==> src/rtl/mac_sequencer.sv <==
// mac_sequencer: walks a compressed weight list (one nonzero weight + block index per entry) and
// drives MAC mask/weight/select/block_control for output channels 0..3, then drains and pulses done.
module mac_sequencer #(
  parameter int DATA_WIDTH   = 8,
  parameter int BLOCK_WIDTH  = 4,
  parameter int SELECT_WIDTH = 2,
  parameter int ADDR_WIDTH   = 8,
  parameter int MAC_LAT      = 2
) (
  input  logic                                Clk,
  input  logic                                rst,
  input  logic                                start,
  input  logic [ADDR_WIDTH-1:0]               base_addr,
  input  logic                                act_valid,
  output logic                                wbuf_rd_en,
  output logic [ADDR_WIDTH-1:0]               wbuf_addr,
  input  logic [DATA_WIDTH+BLOCK_WIDTH:0]     wbuf_data,
  output logic [BLOCK_WIDTH-1:0]              mask,
  output logic [DATA_WIDTH-1:0]               weight,
  output logic [SELECT_WIDTH-1:0]             select,
  output logic                                block_control,
  output logic                                mac_en,
  output logic                                busy,
  output logic                                out_valid,
  output logic                                done
);

  localparam int EW = DATA_WIDTH + BLOCK_WIDTH + 1;
  localparam int CW = (MAC_LAT < 1) ? 1 : $clog2(MAC_LAT + 1);
  localparam logic [SELECT_WIDTH-1:0] LAST_CH = '1;

  typedef enum logic [1:0] {IDLE, RUN, DRAIN} state_t;

  state_t                  state_q, state_d;
  logic [ADDR_WIDTH-1:0]   ptr_q, ptr_d;
  logic [SELECT_WIDTH-1:0] chan_q, chan_d;
  logic                    first_q, first_d;
  logic                    rd_pending_q, rd_pending_d;
  logic [CW-1:0]           drain_q, drain_d;
  logic [BLOCK_WIDTH-1:0]  mask_q, mask_d;
  logic [DATA_WIDTH-1:0]   weight_q, weight_d;
  logic [SELECT_WIDTH-1:0] select_q, select_d;
  logic                    block_control_q, block_control_d;
  logic                    mac_en_q, mac_en_d;
  logic                    busy_q, busy_d;
  logic                    out_valid_q, out_valid_d;
  logic                    done_q, done_d;

  logic                    ent_last;
  logic [BLOCK_WIDTH-1:0]  ent_idx;
  logic [DATA_WIDTH-1:0]   ent_w;
  logic                    consume, stop, rd_en, accept;

  assign ent_last = wbuf_data[EW-1];
  assign ent_idx  = wbuf_data[DATA_WIDTH+BLOCK_WIDTH-1:DATA_WIDTH];
  assign ent_w    = wbuf_data[DATA_WIDTH-1:0];

  // The last entry of the last channel must not trigger another read in its own cycle.
  assign consume = (state_q == RUN) && rd_pending_q;
  assign stop    = consume && ent_last && (chan_q == LAST_CH);
  assign rd_en   = (state_q == RUN) && act_valid && !stop;
  // A start in the done cycle belongs to the finished job and is dropped.
  assign accept  = (state_q == IDLE) && start && !done_q;

  always_ff @(posedge Clk or negedge rst) begin
    if (!rst) state_q <= IDLE;
    else      state_q <= state_d;
  end

  always_comb begin
    state_d = state_q;
    case (state_q)
      IDLE:    if (accept) state_d = RUN;
      RUN:     if (stop) state_d = DRAIN;
      DRAIN:   if (drain_q == '0) state_d = IDLE;
      default: state_d = IDLE;
    endcase
  end

  always_comb begin
    ptr_d           = ptr_q;
    chan_d          = chan_q;
    first_d         = first_q;
    drain_d         = drain_q;
    rd_pending_d    = rd_en;
    mask_d          = mask_q;
    select_d        = select_q;
    weight_d        = '0;
    block_control_d = 1'b0;
    mac_en_d        = 1'b0;
    busy_d          = busy_q;
    out_valid_d     = 1'b0;
    done_d          = 1'b0;
    case (state_q)
      IDLE: begin
        if (accept) begin
          ptr_d   = base_addr;
          chan_d  = '0;
          first_d = 1'b1;
          busy_d  = 1'b1;
        end
      end
      RUN: begin
        if (rd_en) ptr_d = ptr_q + ADDR_WIDTH'(1);
        if (consume) begin
          mask_d          = ent_idx;
          weight_d        = ent_w;
          select_d        = chan_q;
          block_control_d = first_q;
          mac_en_d        = 1'b1;
          first_d         = ent_last;
          if (ent_last) chan_d = chan_q + SELECT_WIDTH'(1);
        end
        if (stop) drain_d = CW'(MAC_LAT);
      end
      DRAIN: begin
        if (drain_q == '0) begin
          out_valid_d = 1'b1;
          done_d      = 1'b1;
          busy_d      = 1'b0;
        end else begin
          drain_d = drain_q - CW'(1);
        end
      end
      default: ;
    endcase
  end

  always_ff @(posedge Clk or negedge rst) begin
    if (!rst) begin
      ptr_q           <= '0;
      chan_q          <= '0;
      first_q         <= 1'b1;
      drain_q         <= '0;
      rd_pending_q    <= 1'b0;
      mask_q          <= '0;
      weight_q        <= '0;
      select_q        <= '0;
      block_control_q <= 1'b0;
      mac_en_q        <= 1'b0;
      busy_q          <= 1'b0;
      out_valid_q     <= 1'b0;
      done_q          <= 1'b0;
    end else begin
      ptr_q           <= ptr_d;
      chan_q          <= chan_d;
      first_q         <= first_d;
      drain_q         <= drain_d;
      rd_pending_q    <= rd_pending_d;
      mask_q          <= mask_d;
      weight_q        <= weight_d;
      select_q        <= select_d;
      block_control_q <= block_control_d;
      mac_en_q        <= mac_en_d;
      busy_q          <= busy_d;
      out_valid_q     <= out_valid_d;
      done_q          <= done_d;
    end
  end

  assign wbuf_rd_en    = rd_en;
  assign wbuf_addr     = ptr_q;
  assign mask          = mask_q;
  assign weight        = weight_q;
  assign select        = select_q;
  assign block_control = block_control_q;
  assign mac_en        = mac_en_q;
  assign busy          = busy_q;
  assign out_valid     = out_valid_q;
  assign done          = done_q;

endmodule

==> config.mk <==
export PLATFORM = sky130hd
export DESIGN_NAME = mac_sequencer
export DESIGN_NICKNAME = d
export VERILOG_FILES = /design/src/rtl/mac_sequencer.sv
export SDC_FILE = /design/constraint.sdc
export NUM_CORES = 1
export LEC_CHECK = 0
export CAP_MARGIN = 20
export CORE_MARGIN = 4
export CORE_UTILIZATION = 25
export DETAILED_ROUTE_END_ITERATION = 12
export HOLD_SLACK_MARGIN = 0.12
export PLACE_DENSITY = 0.53
export SKIP_CTS_REPAIR_TIMING = 1
export SLEW_MARGIN = 20
export SYNTH_ARGS = -nofsm -noshare
export SYNTH_HDL_FRONTEND = slang
export SYNTH_SLANG_ARGS = --single-unit
==> constraint.sdc <==
create_clock -name Clk -period 3.37 [get_ports Clk]
set_input_delay 0.337 -clock Clk [delete_from_list [all_inputs] [get_ports Clk]]
set_output_delay 0.337 -clock Clk [all_outputs]
set_load 0.02 [all_outputs]
## Word-level counts from Yosys, hierarchy flattened

Cells that the tools add are included.

| operators by class | value |
|---|---|
| equal/unequal tests | 10 |
| add/sub/neg operators | 3 |
| reductions and logical operators | 21 |
| multiplexer cells | 26 |

Operators with widths:

| operator | number |
|---|---|
| 8-bit 2-to-1 mux | 4 |
| 8-bit case mux with 2 select lines | 1 |
| 3-bit AND reduction | 5 |
| 2-bit 2-to-1 mux | 7 |
| 2-bit inequality test (second input constant) | 7 |
| 1-bit 2-to-1 mux | 9 |
| 8-bit by 1-bit adder with 8-bit output (second input constant) | 1 |
| 2-bit case mux with 2 select lines | 2 |
| 1-bit logical AND | 7 |
| 2-bit case mux with 3 select lines | 1 |
| 2-bit nonzero test | 3 |
| 2-bit equality test (second input constant) | 2 |
| 2-bit logical NOT | 2 |
| 1-bit case mux with 2 select lines | 2 |
| 4-bit AND reduction | 1 |
| 2-bit by 1-bit adder with 2-bit output (second input constant) | 1 |
| 2-bit by 1-bit equality test with 1-bit output (second input constant) | 1 |
| 1-bit logical NOT | 2 |
| 2-bit AND reduction | 1 |
| 2-bit by 1-bit subtractor with 2-bit output (second input constant) | 1 |

| word-level totals | value |
|---|---|
| flip-flop bits (word level) | 34 |
| output and inout bits | 28 |
| bits of input ports | 25 |

## Longest topological paths before layout

| depth | value |
|---|---|
| word-level depth | 8 |
| gate-level depth with buffers | 7 |
| gate-level depth less buffers | 6 |

## Worst setup path after synthesis

No wires, ideal clock.

| path | value |
|---|---|
| path kind | reg2out |
| from | register chan_q[0] |
| to | output port wbuf_rd_en |
| cell stages (with the launch flop) | 5 |
| data arrival time | 1.269 ns |
| path slack | 1.764 ns |
| path through | dfrtp_1 ha_1 and3_1 nand2b_1 nor2_1 |

| between the ends | value |
|---|---|
| word-level cells in the longest chain between the ends | 4 |

RTL lines:

| what | line | text |
|---|---|---|
| from (decl) | 36 | `logic [SELECT_WIDTH-1:0] chan_q, chan_d;` |
| from (signal assigned) | 146 | `chan_q <= chan_d;` |
| 2-bit equality test | 60 | `assign stop = consume && ent_last && (chan_q == LAST_CH);` |
| 1-bit logical AND | 60 |  |
| 1-bit logical NOT | 61 | `assign rd_en = (state_q == RUN) && act_valid && !stop;` |
| 1-bit logical AND | 61 |  |
| to (decl) | 15 | `output logic wbuf_rd_en,` |

Every way passes these cells.

## Worst setup path in the final report

Same ends and word-level chain as after synthesis.

==> tab_implementation.tex <==
\begin{tabular}{lr}
\hline
Metric & Value \\
\hline
\multicolumn{2}{l}{\textbf{Status}} \\
\quad Run status & completed \\
\multicolumn{2}{l}{\textbf{Logic synthesis}} \\
\quad Synthesis-stage register bit count & 34 \\
\quad Ranking of synthesized cells by area & dfrtp\_1 (55\%), nand2\_1 (8.0\%), and2\_1 (3.8\%) \\
\quad Post-synth ARST share & 100\% \\
\quad Yosys top cell by area & dfrtp\_1 \\
\quad Yosys synthesis warning count & 0 \\
\quad Commonest register cell after synthesis & dfrtp\_1 \\
\quad Cell count after synthesis & 145 \\
\quad Share of the synthesized area in the top cell type & 55.3\% \\
\quad Number of enable-type register cells in the synthesized netlist & 0 \\
\quad Net count after synthesis & 173 \\
\quad Average size of a mapped cell & 10.3 sq um \\
\quad Count of cell types in the netlist & 34 \\
\quad Post-Synthesis Cell Area & 1490 sq um \\
\quad Proportion of synthesized chip area in sequential cells & 57.0\% \\
\multicolumn{2}{l}{\textbf{Routing}} \\
\quad Total Wirelength & 3350 um \\
\quad Detailed-routing iteration count for the pre-antenna-repair pass & 4 \\
\quad Number of nets with antenna violations after detailed routing & 0 \\
\quad DRC violations left & 0 \\
\quad Count of routing violations after the opening detailed-route iteration & 44 \\
\quad Average via count per standard cell & 4.27 \\
\quad Final routed wire length divided by cell count & 12.3 um \\
\quad Via Count & 1161 \\
\multicolumn{2}{l}{\textbf{Global routing}} \\
\quad Tot GR Track Use & 9.92\% \\
\quad First-pass GRT wire length & 5690 um \\
\quad Maximum number of pins on one net before global-route repair & 35 \\
\quad Antenna violations before repair & 0 \\
\quad Global route total overflow & 0 \\
\quad Vias in the first global route & 1183 \\
\multicolumn{2}{l}{\textbf{Finish}} \\
\quad Number of inserted filler cells in the final layout & 578 \\
\quad Count of nets after finishing & 227 \\
\quad Fraction of final layout cells with drive strength greater than 1 & 9.50\% \\
\quad Final antenna diode count & 0 \\
\quad Leading cell types in the layout, fill and taps excluded & clkdlybuf4s50\_1 (52), dfrtp\_1 (33), nand2\_1 (32) \\
\quad Area occupied by registers & 852 sq um \\
\quad Area growth, synth to finish & 44.1\% \\
\quad Multi-input gate area in the final layout & 573 sq um \\
\quad Most frequent standard cell in the layout excluding fill and tap cells & clkdlybuf4s50\_1 \\
\quad Non-Filler Cell Area, Final & 2150 sq um \\
\multicolumn{2}{l}{\textbf{Critical path}} \\
\quad Worst path arrival time & 2.04 ns \\
\quad Path type of the worst setup path & register to output pin \\
\quad Crit path required time & 3.03 ns \\
\quad Crit path capture type & output pin \\
\quad Kind of launch point of the worst setup path & register \\
\quad CP max FO & 4 \\
\multicolumn{2}{l}{\textbf{Die}} \\
\quad Die height & 85.3 um \\
\quad Total I/O pin count & 53 \\
\quad Area of the core region & 5640 sq um \\
\quad Row Count & 27 \\
\quad Starting density of the core & 26.5\% \\
\quad Width of the die & 85.3 um \\
\quad Die footprint & 7280 sq um \\
\multicolumn{2}{l}{\textbf{Clock tree}} \\
\quad Maximum level of the CTS H-tree & 2 \\
\quad Clock latency on the worst-skew pair & 0.28 ns \\
\quad Clock buffers created by TritonCTS & 5 \\
\quad Clock sink total & 34 \\
\quad Clock transition time at the flip-flop clock pins of the worst setup and hold paths & 0.07 ns \\
\quad CTS Root Buffer Type & clkbuf\_8 \\
\quad Max Buffers Root-to-Sink & 2 \\
\quad Clock tree from TritonCTS & yes \\
\multicolumn{2}{l}{\textbf{STA}} \\
\quad Hold Violations, Final & 0 \\
\quad RSZ-0062 raised after global routing & no \\
\quad Highest Clock Rate & 0.420 GHz \\
\quad Number of setup violations in the final report & 0 \\
\quad Total Negative Setup Slacks & 0 ns \\
\quad Post-route clock skew & 0.00774 ns \\
\quad Post-route minimum period & 2.38 ns \\
\quad Pins over their slew limit & 0 \\
\quad Max\_slew headroom & 50.5\% \\
\quad Transition at the pin with the smallest max-transition slack & 0.743 ns \\
\quad Final worst path period share & 70.7\% \\
\multicolumn{2}{l}{\textbf{Place}} \\
\quad GPL Wtd Cong & 0.774 \\
\quad Cell area reported after detailed placement & 2070 sq um \\
\quad Count of input and output buffers & 52 \\
\quad Final HPWL from detailed placement & 2470 um \\
\multicolumn{2}{l}{\textbf{Power and ir drop}} \\
\quad Areal power density over the cells & 848 nW/um\^{}2 \\
\quad Static Leakage & 0.966 nW \\
\quad VDD IR-drop max & 325 uV \\
\multicolumn{2}{l}{\textbf{Job}} \\
\quad Max\_cap viols & 0 \\
\multicolumn{2}{l}{\textbf{Worst hold path}} \\
\quad Hold Path Class & primary input to async pin \\
\hline
\end{tabular}
==> logic make-up (layout without fill, tap and decap cells) <==
group / count (synthesis) / in the layout / share of synthesized area, %
simple gates: 64 / 64 / 20.7
buf+inv: 12 / 67 / 4.61
mux: 1 / 1 / 0.670
flops: 34 / 34 / 57.0
fa+ha+maj: 3 / 3 / 2.51
compound gates: 31 / 31 / 14.5
==> synthesized netlist by cell type, types with 2 or more instances <==
cell	count
dfrtp_1	33
nand2_1	32
a21oi_1	9
and2_1	9
nand3_1	9
o21ai_0	8
inv_1	5
a21oi_2	4
buf_2	3
ha_1	3
nor2_1	3
a31o_2	2
clkbuf_1	2
nand2b_1	2
o22ai_1	2
==> flip-flops by register name, indices dropped and copies added, names as in the netlist <==
register,cells
wbuf_addr,8
select,2
drain_q,2
mac_en,1
done,1
weight,8
first_q,1
chan_q,2
busy,1
state_q,2
rd_pending_q,1
block_control,1
mask,4
==> critical path, stage by stage, from the launching register on <==
cell,delay [ns]
dfrtp_1,0.41
ha_1,0.24
and3_1,0.21
nand2b_1,0.16
nor2_1,0.13
clkdlybuf4s50_1,0.62
==> cell type report <==
class	count	share of cell area, %
inverter	5	0.872
sequential	34	39.6
clock buffer	6	3.37
timing repair buffer	54	24.9
clock inverter	2	0.465
tap	72	4.19
multi-input combinational	99	26.6
==> path summary, 6_finish.rpt <==
path                       cells after the start  slack (ns)                        to                  start
min in group Clk                               2        0.47       mask[1]$_DFFE_PN0P_    mask[1]$_DFFE_PN0P_
max in group asynchronous                      2        2.56       first_q$_DFFE_PN1P_                    rst
hold / removal                                 2        0.46       mask[2]$_DFFE_PN0P_                    rst
setup / recovery                               5        0.99                wbuf_rd_en  chan_q[0]$_DFFE_PN0P_
hold reg to reg                                2        0.47       mask[1]$_DFFE_PN0P_    mask[1]$_DFFE_PN0P_
setup reg to reg                               5        1.44  wbuf_addr[0]$_DFFE_PN0P_  chan_q[0]$_DFFE_PN0P_
==> through the flow <==
stage / setup slack [ns] / utilization (%) / hold WS (ns) / total power [W] / cells
floorplan: 1.76 / - / 0.0414 / 0.00121 / 145
global placement: 1.08 / 36.7 / 0.458 / 0.00156 / 264
detailed placement: 1.05 / 36.7 / 0.461 / 0.00157 / 264
CTS: 0.952 / 38.1 / 0.478 / 0.00186 / 272
global route: 0.828 / 38.1 / 0.497 / 0.00197 / 272
finish: 0.988 / 38.1 / 0.460 / 0.00183 / 272
==> layer usage <==
| layer | routed length, um | vias to the layer above | global-route usage, % |
|---|---|---|---|
| met5 | 0 | - | 0 |
| met4 | 50 | 0 | 4.32 |
| li1 | - | 599 | - |
| met3 | 162 | 5 | 2.82 |
| met2 | 1610 | 27 | 15.7 |
| met1 | 1530 | 530 | 12.6 |
==> where the power goes <==
| group | internal [W] | leakage (nW) | total [W] | switching [W] |
|---|---|---|---|---|
| clock network | 0.000143 | 0.0450 | 0.000284 | 0.000141 |
| logic | 0.000395 | 0.507 | 0.000865 | 0.000470 |
| registers | 0.000566 | 0.415 | 0.000677 | 0.000111 |
(Power assumes the default switching activity.)
